File: src/rtl/mem_port_arbiter.sv
// Two-port (fetch/data) arbiter onto one shared memory port; IDLE->ISSUE->RESP, min 3 cycles req-to-ack.
// Optional macro ARB_ROUND_ROBIN_EN alternates ties between requesters; default is fixed data-over-fetch priority.
module mem_port_arbiter #(
  parameter int ADDR_W = 32,
  parameter int DATA_W = 32
) (
  input  logic                clk,
  input  logic                reset,
  input  logic                i_req,
  input  logic [ADDR_W-1:0]   i_addr,
  output logic                i_ack,
  output logic [DATA_W-1:0]   i_rdata,
  input  logic                d_req,
  input  logic                d_we,
  input  logic [ADDR_W-1:0]   d_addr,
  input  logic [DATA_W-1:0]   d_wdata,
  input  logic [DATA_W/8-1:0] d_wmask,
  output logic                d_ack,
  output logic [DATA_W-1:0]   d_rdata,
  output logic                m_req,
  output logic                m_we,
  output logic [ADDR_W-1:0]   m_addr,
  output logic [DATA_W-1:0]   m_wdata,
  output logic [DATA_W/8-1:0] m_wmask,
  input  logic                m_ready,
  input  logic [DATA_W-1:0]   m_rdata
);

  typedef enum logic [1:0] {IDLE, ISSUE, RESP} state_t;

  state_t state, state_nxt;
  logic   grant_d;
  logic   pick_d;

`ifdef ARB_ROUND_ROBIN_EN
  // last_grant_d = 0 means the fetch side won last, so data wins the first tie after reset.
  logic last_grant_d;

  assign pick_d = d_req & (~i_req | ~last_grant_d);

  always_ff @(posedge clk or posedge reset) begin
    if (reset) begin
      last_grant_d <= 1'b0;
    end else if (state == IDLE && (i_req || d_req)) begin
      last_grant_d <= pick_d;
    end
  end
`else
  assign pick_d = d_req;
`endif

  always_ff @(posedge clk or posedge reset) begin
    if (reset) begin
      state <= IDLE;
    end else begin
      state <= state_nxt;
    end
  end

  always_comb begin
    state_nxt = state;
    case (state)
      IDLE:    if (i_req || d_req) state_nxt = ISSUE;
      ISSUE:   if (m_ready)        state_nxt = RESP;
      RESP:    state_nxt = IDLE;
      default: state_nxt = IDLE;
    endcase
  end

  always_ff @(posedge clk or posedge reset) begin
    if (reset) begin
      grant_d <= 1'b0;
      m_we    <= 1'b0;
      m_addr  <= '0;
      m_wdata <= '0;
      m_wmask <= '0;
      i_rdata <= '0;
      d_rdata <= '0;
    end else begin
      if (state == IDLE && (i_req || d_req)) begin
        grant_d <= pick_d;
        if (pick_d) begin
          m_we    <= d_we;
          m_addr  <= d_addr;
          m_wdata <= d_wdata;
          m_wmask <= d_wmask;
        end else begin
          m_we    <= 1'b0;
          m_addr  <= i_addr;
          m_wmask <= '0;
        end
      end
      // Read data is captured for stores too; the store side simply ignores it.
      if (state == ISSUE && m_ready) begin
        if (grant_d) d_rdata <= m_rdata;
        else         i_rdata <= m_rdata;
      end
    end
  end

  assign m_req = (state == ISSUE);
  assign i_ack = (state == RESP) & ~grant_d;
  assign d_ack = (state == RESP) &  grant_d;

endmodule

File: config.mk
export PLATFORM = sky130hd
export DESIGN_NAME = mem_port_arbiter
export DESIGN_NICKNAME = d
export VERILOG_FILES = /design/src/rtl/mem_port_arbiter.sv
export SDC_FILE = /design/constraint.sdc
export NUM_CORES = 1
export LEC_CHECK = 0
export CELL_PAD_IN_SITES_DETAIL_PLACEMENT = 1
export CELL_PAD_IN_SITES_GLOBAL_PLACEMENT = 1
export CORE_ASPECT_RATIO = 0.5
export CORE_UTILIZATION = 32
export CTS_CLUSTER_SIZE = 28
export DETAILED_ROUTE_END_ITERATION = 16
export GPL_TIMING_DRIVEN = 1
export PLACE_DENSITY_LB_ADDON = 0.1
export SETUP_SLACK_MARGIN = 0.5
export SYNTH_ARGS = -nofsm -noshare
export SYNTH_HDL_FRONTEND = slang
export SYNTH_SLANG_ARGS = --single-unit
File: constraint.sdc
create_clock -name clk -period 5.1 [get_ports clk]
set_clock_uncertainty 0.2 [all_clocks]
set_input_delay 0.765 -clock clk [delete_from_list [all_inputs] [get_ports clk]]
set_output_delay 0.765 -clock clk [all_outputs]
set_load 0.02 [all_outputs]
==> metrics.md, run 1 <==
| Metric | Value |
|---|---|
| CTS tree | `yes` |
| Row count | `34` |
| GP Congestion | `0.732` |
| DRC viols | `0` |
| Post-route ant nets | `0` |
| IO Pins | `274` |
| Synth cell types | `21` |
| Global-route wire length before repair | `between 20,000 and 25,000 um` |
| R2R Setup Slk | `approximately 2.8 ns` |
| Fmax | `approximately 0.37 GHz` |
| DR pass1 iterations | `4` |
| Worst r2r src | `state[1]` |
| Setup TNS Final | `0 ns` |
| Post-CTS Setup Bufs | `0` |
| Ant diodes | `0` |
| Total wire length | `approximately 15,000 um` |
| Hold Path Class | `reg -> reg` |
| Yosys synthesis warning count | `0` |
| Area of the core | `about 17,000 um2` |
| Syn Nets | `between 400 and 500` |
| Status | `completed` |
| Crit-path max FO | `5` |
| Worst endpoint required time | `about 4.1 ns` |
| Antenna violations before repair | `0` |
| Syn Std Cell Area | `5760 um2` |
| Post-synthesis cell count | `334` |
| Post-synthesis average cell area | `17.3 um2` |
| Hold wc startpoint | `d_rdata[8]` |
| Initial core utilization | `33.0%` |
| Total GRT Usage | `approximately 17%` |
| Clock transition at the registers of the reported paths | `0.06 ns` |
| Tot Pwr | `6.23 mW` |
| Final Instance Area | `9220 um2` |
| DP Wirelength | `roughly 11,000 um` |
| TritonCTS buffer count | `17` |
| Final hold vios | `0` |
| Final worst-path cycle share | `a little over half` |
| CP Class | `reg -> out` |
| Fin util | `a little over half` |
| Seq/Total Area, Yosys | `roughly 59%` |
| DP Area | `between 8000 and 9000 um2` |
| Worst setup SP type | `flip-flop` |
| Slew HR | `between 20% and 30%` |
| Die H | `~97 um` |
| Crit. Startpoint | `grant_d` |
| Vias per std cell | `~4.4` |
| Largest net degree at the start of global routing | `51` |
| Wire per inst | `17.7 um` |
| Number of register bits inferred by synthesis | `approximately 140` |
| Root Driver | `clkbuf_16` |
| Arr. time, crit path | `roughly 1.7 ns` |
| Die W | `between 150 and 200 um` |
| Max-cap violations | `0` |
| # resized after CTS | `0` |
| Final-stage net count | `around 750` |
| Setup violators final | `0` |
| Die area | `around 19,000 um2` |
| Initial DRC count | `between 100 and 150` |
| CTS HTree Levels | `4` |
| RSZ-0062 raised after global routing | `false` |
| IO buf count | `273` |
| Fraction of final layout cells with drive strength greater than 1 | `between 30% and 40%` |
| Vias | `~3,800` |
| Critical path endpoint category | `primary output` |
| Leakage Power | `3.89 nW` |
| Clock sinks | `136` |
| Grt total ovfl | `0` |
| Clk buf depth | `2` |
| VDD IR max | `slightly above 0.3 mV` |
| Number of global-route vias before repair | `approximately 4,100` |
| Pwr/cell area | `676 nW/um2` |
| Clock Latency Late Sink | `0.40 ns` |
| Area Growth Syn to Fin | `59.9%` |
| CTS Hold Bufs | `0` |
| Actual slew at the worst max-slew pin | `1.11 ns` |
| Slew Limit Fails | `0` |
| Tmin final | `2.68 ns` |
-- flip-flops by register name, indices dropped and copies added (netlist names) --
register  flops
grant_d       1
m_wdata      32
i_rdata      32
m_we          1
m_addr       32
m_wmask       4
state         2
d_rdata      32
-- cell families after synthesis --
logic type	after synthesis	synth area share, %
DFF	136	59.0
muxes	160	35.0
AOI/OAI and AO/OA	8	1.06
buffers and inverters	21	3.62
and+or+nand+nor	9	1.24
-- per-stage QoR --
stage | hold WS, ns | setup slack (ns) | std cells
after floorplan | 0.318 | 2.44 | 334
after global placement | 0.281 | 2.07 | 826
after detailed placement | 0.293 | 2.07 | 826
after CTS | 0.307 | 2.37 | 858
after global routing | 0.312 | 2.33 | 858
final | 0.303 | 2.42 | 858
-- routing by layer --
| metal | track usage, % | up-vias | routed length [um] |
|---|---|---|---|
| li1 | - | 1746 | - |
| met1 | 20.3 | 1930 | 6310 |
| met2 | 29.1 | 120 | 7760 |
| met3 | 5.15 | 13 | 1010 |
| met4 | 4.58 | 0 | 148 |
| met5 | 0 | - | 0 |
-- worst paths after layout --
path	endpoint	cells after the start
max	i_ack	2
min	d_rdata[8]	1
max reg2reg	i_rdata[30]	3
min reg2reg	d_rdata[8]	1
max in group asynchronous	i_rdata[27]	3
min in group asynchronous	m_wdata[9]	2
-- layout by cell type (no fill, tap or decap), types with 2 or more instances in the layout --
cell type and instances:
clkinvlp_4 4, mux2_1 2, inv_6 6, mux2_2 100, buf_4 4, dfrtp_1 136, clkdlybuf4s50_1 272, a22o_1 5
inv_8 3, mux2_4 58, clkbuf_16 17
-- report_power, final --
group,total [mW],switching (mW),internal (mW)
logic,3.06,1.35,1.72
registers,1.94,0.310,1.63
clock network,1.22,0.525,0.694
-- critical path, cell delays in order (launching register included) --
cell             delay, ns
dfrtp_1               0.44
nor3b_1               0.23
clkdlybuf4s50_1       0.65
-- area by class of cell --
cell class                      count  area [um2]
Fill cell                        1725        8270
Sequential cell                   136        3400
Timing Repair Buffer              277        2760
Multi-Input combinational cell    177        2160
Clock buffer                       17         425
Tap cell                          234         293
Clock inverter                     15         160
Inverter                            2        11.3
-- synthesized netlist by cell type --
library cell / count / area, um2
buf_6: 10 / 113
and2_1: 1 / 6.26
o21ai_1: 1 / 5.00
clkbuf_1: 1 / 3.75
nor3b_1: 1 / 7.51
and2_4: 1 / 8.76
nand2_1: 1 / 3.75
and3b_1: 2 / 17.5
mux2_4: 58 / 871
nor2b_4: 1 / 13.8
buf_12: 3 / 60.1
dfrtp_1: 136 / 3400
nor2_1: 1 / 3.75
nand3_2: 1 / 10.0
mux2_1: 2 / 22.5
buf_2: 5 / 25.0
o21ai_0: 1 / 5.00
a21o_1: 1 / 7.51
mux2_2: 100 / 1130
inv_1: 2 / 7.51
a22o_1: 5 / 43.8
No activity file was read; power rests on OpenSTA's default activity.
==> run 2, diff against run 1 <==
==> constraint.sdc (replaced) <==
create_clock -name clk -period 2.55 [get_ports clk]
set_clock_uncertainty 0.2 [all_clocks]
set_input_delay 0.3825 -clock clk [delete_from_list [all_inputs] [get_ports clk]]
set_output_delay 0.3825 -clock clk [all_outputs]
set_load 0.02 [all_outputs]
==> metrics.md, run 2 (synthesized netlist as in run 1, its figures left out) <==
| Metric | Value |
|---|---|
| Status | `completed` |
| Post-route worst setup slack | `about 0.55 ns` |
| WHS | `~0.22 ns` |
| Final worst-path cycle share | `between 70% and 80%` |
| Vias per std cell | `4.48` |
| Worst reg2reg endpoint | `m_wdata[29]` |
| Final Instance Area | `a little over 9000 um2` |
| Arr. time, crit path | `between 1 and 1.5 ns` |
| VDD IR max | `0.566 mV` |
| Root Driver | `clkbuf_16` |
| CTS HTree Levels | `4` |
| CP Class | `reg -> out` |
| Wire per inst | `between 15 and 20 um` |
| Pint | `8.21 mW` |
| Post-route ant nets | `0` |
| Worst Path Buf+Inv | `1` |
| Sw Share | `34.3%` |
| Fin cells | `around 870` |
| Net Switching | `roughly 4.3 mW` |
| Worst setup SP type | `flip-flop` |
| Fraction of final layout cells with drive strength greater than 1 | `33.1%` |
| Clock Latency Late Sink | `slightly above 0.4 ns` |
| Pwr/cell area | `approximately 1300 nW/um2` |
| CTS Hold Bufs | `0` |
| CTS tree | `yes` |
| DR pass1 iterations | `4` |
| IO Pins | `274` |
| Slew Limit Fails | `0` |
| RSZ-0062 raised after global routing | `false` |
| Crit path max-delay family | `buffers and inverters` |
| Die area | `around 19,000 um2` |
| Critical path endpoint category | `primary output` |
| Largest net degree at the start of global routing | `34` |
| DRC viols | `0` |
| Most common cell after layout, fill and taps aside | `clkdlybuf4s50_1` |
| Total GRT Usage | `about 17%` |
| DP Area | `8760 um2` |
| Grt total ovfl | `0` |
| Fmax | `0.501 GHz` |
| Leakage Power | `3.99 nW` |
| R2R Setup Slk | `roughly 0.63 ns` |
| Total wire length | `15,300 um` |
| Setup violators final | `0` |
| Gate power share | `between 40% and 50%` |
| Placed cells | `833` |
| Worst r2r src | `state[1]` |
| Global-route wire length before repair | `24,100 um` |
| IO buf count | `273` |
| Critical-path top delay cell | `clkdlybuf4s50_1` |
| Number of global-route vias before repair | `between 4,000 and 5,000` |
| Initial DRC count | `59` |
| TritonCTS buffer count | `17` |
| Die W | `between 150 and 200 um` |
| Max-cap violations | `0` |
| Ant diodes | `0` |
| Cells along the critical path | `clkdlybuf4s50_1` |
| Fillers | `1,724` |
| Area of the core | `approximately 17,000 um2` |
| Tmin final | `between 1.5 and 2 ns` |
| Final hold vios | `0` |
| Final-stage net count | `between 700 and 800` |
| Die H | `around 97 um` |
| Power share of the clock group | `about a fifth` |
| Clock transition at the registers of the reported paths | `0.06 ns` |
| Row count | `34` |
| CP max stage delay | `approximately 0.64 ns` |
| Slew HR | `53.8%` |
| Antenna violations before repair | `0` |
| Hold Path Class | `in -> async` |
| Tot Pwr | `12.5 mW` |
| Vias | `3,878` |
| Area Growth Syn to Fin | `62.2%` |
| Setup TNS Final | `0 ns` |
| Sequential share of power | `a little over 30%` |
| DP Wirelength | `11,200 um` |
| Crit-path max FO | `2` |
| Clk buf depth | `2` |
| Fin util | `between 50% and 60%` |
| Actual slew at the worst max-slew pin | `between 0.6 and 0.7 ns` |
| Worst endpoint required time | `1.97 ns` |
| Most frequent cells in the layout | `clkdlybuf4s50_1, dfrtp_1, mux2_2` |
| Clock sinks | `roughly 140` |
| Placement Setup Slack | `approximately 0.44 ns` |
| Reg2Reg Depth | `3` |
| GP Congestion | `0.705` |
| Initial core utilization | `about a third` |
==> run 2: routing by layer <==
| layer | global-route usage, % | up-vias | share of wire (%) |
|---|---|---|---|
| li1 | - | 1764 | - |
| met1 | 21.3 | 1988 | 42 |
| met2 | 28.5 | 116 | 51 |
| met3 | 5.59 | 10 | 6.5 |
| met4 | 4.03 | 0 | 0.70 |
| met5 | 0 | - | 0 |
==> run 2: worst max-delay path by stage <==
stage,start,endpoint,slack [ns],cells past startpoint
floorplan,reset,d_rdata[0],0.27,1
global placement,m_ready,i_rdata[29],0.46,4
detailed placement,m_ready,i_rdata[29],0.44,4
CTS,i_rdata[7],i_rdata[7],0.52,1
global route,i_rdata[18],i_rdata[18],0.50,1
finish,i_rdata[19],i_rdata[19],0.55,1
==> run 2: power by group through the flow <==
| stage | Combinational [mW] | Sequential, mW | Clock, mW |
|---|---|---|---|
| final | 6.16 | 3.87 | 2.46 |
| after global routing | 6.49 | 4.03 | 2.64 |
| after CTS | 6.26 | 3.89 | 2.54 |
| after detailed placement | 6.25 | 3.89 | 0 |
| after global placement | 6.17 | 3.85 | 0 |
| after floorplan | 2.09 | 5.18 | 0 |
==> run 2: area by class of cell <==
cell class | instances | area [um2] | area share [%]
well taps | 234 | 293 | 3.13
flip-flops and latches | 136 | 3400 | 36.4
repair buffers | 284 | 2880 | 30.8
clock inverters | 13 | 143 | 1.53
multi-input cells | 178 | 2170 | 23.2
inverters | 2 | 11.3 | 0.120
clock buffers | 19 | 443 | 4.74
==> run 2: timing repair <==
action / 4_1_cts / 5_1_grt
setup buffers: 0 / 0
hold endpoints to repair: 0 / 0
setup endpoints to repair: 3 / 21
pin swaps: 0 / 0
cloned: 0 / 1
gates resized for setup: 3 / 6
==> run 3, diff against run 2 <==
==> constraint.sdc (replaced) <==
create_clock -name clk -period 1.9 [get_ports clk]
set_clock_uncertainty 0.2 [all_clocks]
set_input_delay 0.285 -clock clk [delete_from_list [all_inputs] [get_ports clk]]
set_output_delay 0.285 -clock clk [all_outputs]
set_load 0.02 [all_outputs]
==> metrics.md, run 3 (synthesized netlist as in run 1, its figures left out) <==
| Metric | Value |
|---|---|
| Area Growth Syn to Fin | `88.0%` |
| Pwr/cell area | `between 1500 and 2000 nW/um2` |
| Setup violators final | `0` |
| Area of the core | `roughly 17,000 um2` |
| Die H | `between 90 and 100 um` |
| Hold Path Class | `in -> async` |
| Sequential share of power | `between 20% and 30%` |
| Global-route wire length before repair | `~27,000 um` |
| CTS HTree Levels | `4` |
| Final worst-path cycle share | `between 90% and 100%` |
| Post-route ant nets | `0` |
| Clock sinks | `roughly 140` |
| DR pass1 iterations | `4` |
| Critical-path top delay cell | `dfrtp_2` |
| Max-cap violations | `0` |
| Worst endpoint required time | `1.41 ns` |
| Clock Latency Late Sink | `roughly 0.40 ns` |
| Most common cell after layout, fill and taps aside | `buf_6` |
| Die W | `roughly 190 um` |
| DP Area | `between 9000 and 10,000 um2` |
| Tmin final | `around 1.7 ns` |
| GP Congestion | `around 0.7` |
| Worst r2r src | `state[0]` |
| Final-stage net count | `between 800 and 900` |
| Arr. time, crit path | `around 1.2 ns` |
| Critical path endpoint category | `primary output` |
| VDD IR max | `between 0.9 and 1 mV` |
| Fin util | `approximately three fifths` |
| Gate power share | `a little under three fifths` |
| Net Switching | `6.77 mW` |
| Power share of the clock group | `17.3%` |
| Final Instance Area | `10,800 um2` |
| CP Class | `reg -> out` |
| Initial core utilization | `~33%` |
| R2R Setup Slk | `roughly 0.18 ns` |
| TritonCTS buffer count | `17` |
| Slew Limit Fails | `0` |
| CTS tree | `yes` |
| Total wire length | `about 18,000 um` |
| Actual slew at the worst max-slew pin | `roughly 0.4 ns` |
| Sw Share | `around 34%` |
| Total GRT Usage | `roughly a fifth` |
| Cells along the critical path | `nor2b_4 > buf_4 > buf_6` |
| DP Wirelength | `11,900 um` |
| Final hold vios | `0` |
| Root Driver | `clkbuf_16` |
| Initial DRC count | `67` |
| Vias per std cell | `about 4.4` |
| RSZ-0062 raised after global routing | `true` |
| Reg2Reg Depth | `5` |
| Placed cells | `around 840` |
| IO buf count | `around 270` |
| Row count | `34` |
| Leakage Power | `5.08 nW` |
| Setup TNS Final | `0 ns` |
| IO Pins | `274` |
| Clock transition at the registers of the reported paths | `0.06 ns` |
| Wire per inst | `around 18 um` |
| Largest net degree at the start of global routing | `between 50 and 60` |
| Antenna violations before repair | `0` |
| DRC viols | `0` |
| Fin cells | `between 900 and 1,000` |
| Vias | `~4,300` |
| Grt total ovfl | `0` |
| Status | `completed` |
| Clk buf depth | `2` |
| Crit-path max FO | `4` |
| Fmax | `a little under 0.6 GHz` |
| Die area | `~19,000 um2` |
| Most frequent cells in the layout | `buf_6, clkdlybuf4s50_1, dfrtp_1` |
| Ant diodes | `0` |
| Worst setup SP type | `flip-flop` |
| Pint | `13.3 mW` |
| Fraction of final layout cells with drive strength greater than 1 | `around 62%` |
| Number of global-route vias before repair | `4,682` |
| CP max stage delay | `0.44 ns` |
| Worst reg2reg endpoint | `d_rdata[18]` |
| Slew HR | `between 70% and 80%` |
run 3: cell count changes in the layout (fill, tap and decap cells not counted), sizes merged, moves of 2 or more:
cell,delta
buf,+249
dlygate4sd2,-2
dlymetal6s2s,-2
clkdlybuf4s50,-131
inv,+3
clkinv,-4
run 3: worst max path at each step:
stage / startpoint / end / slack [ns] / depth (start not counted)
after global placement: m_ready / i_rdata[17] / 0.01 / 4
after floorplan: reset / d_rdata[0] / -0.28 / 1
after detailed placement: m_ready / i_rdata[7] / 0.003 / 4
final: state[0] / m_req / 0.17 / 3
after global routing: state[0] / i_rdata[7] / 0.12 / 4
after CTS: state[0] / i_rdata[7] / 0.15 / 4
run 3: power by group through the flow:
stage	Clock (mW)	Sequential [mW]	Combinational, mW
floorplan	0	6.98	3.08
global placement	0	5.21	8.66
detailed placement	0	5.26	8.79
CTS	3.56	5.51	10.2
global route	3.70	5.71	11.6
finish	3.48	5.55	11.0
run 3: cell type report:
cell class	count	area [um2]
inverter	2	11.3
timing repair buffer	401	4170
sequential	136	3410
clock buffer	18	429
clock inverter	14	185
tap	234	293
fill	1655	6650
multi-input combinational	177	2340
run 3: what timing repair did:
action | in CTS | in global routing
pin swaps | 1 | 1
setup endpoints to repair | 270 | 271
hold endpoints to repair | 3 | 0
resized for setup | 822 | 13
setup buffers | 54 | 44
cloned | 3 | 4
hold buffers | 1 | 0
run 3: worst max-delay path: cells and delay by family, from the launching register on:
family                 cells  cell delay, ns
AND/OR/NAND/NOR            1            0.15
buffers and inverters      2            0.26
flip-flops                 1            0.44
run 3: metal layers:
| layer | global-route usage (%) | wire length [um] | vias to the layer above | part of all wire, % |
|---|---|---|---|---|
| met5 | 0 | 0 | - | 0 |
| met4 | 5.62 | 234 | 0 | 1.3 |
| met3 | 5.15 | 1040 | 14 | 5.8 |
| met2 | 33.2 | 9350 | 140 | 52 |
| met1 | 22.6 | 7340 | 2186 | 41 |
| li1 | - | - | 1999 | - |
run 3: per-stage QoR:
stage | worst slack (ns) | power (mW) | hold WS [ns]
final | 0.171 | 20.1 | 0.171
after floorplan | -0.278 | 10.1 | 0.192
after detailed placement | 0.00321 | 14.1 | 0.292
after CTS | 0.149 | 19.2 | 0.180
after global routing | 0.122 | 21.0 | 0.200
after global placement | 0.0140 | 13.9 | 0.287
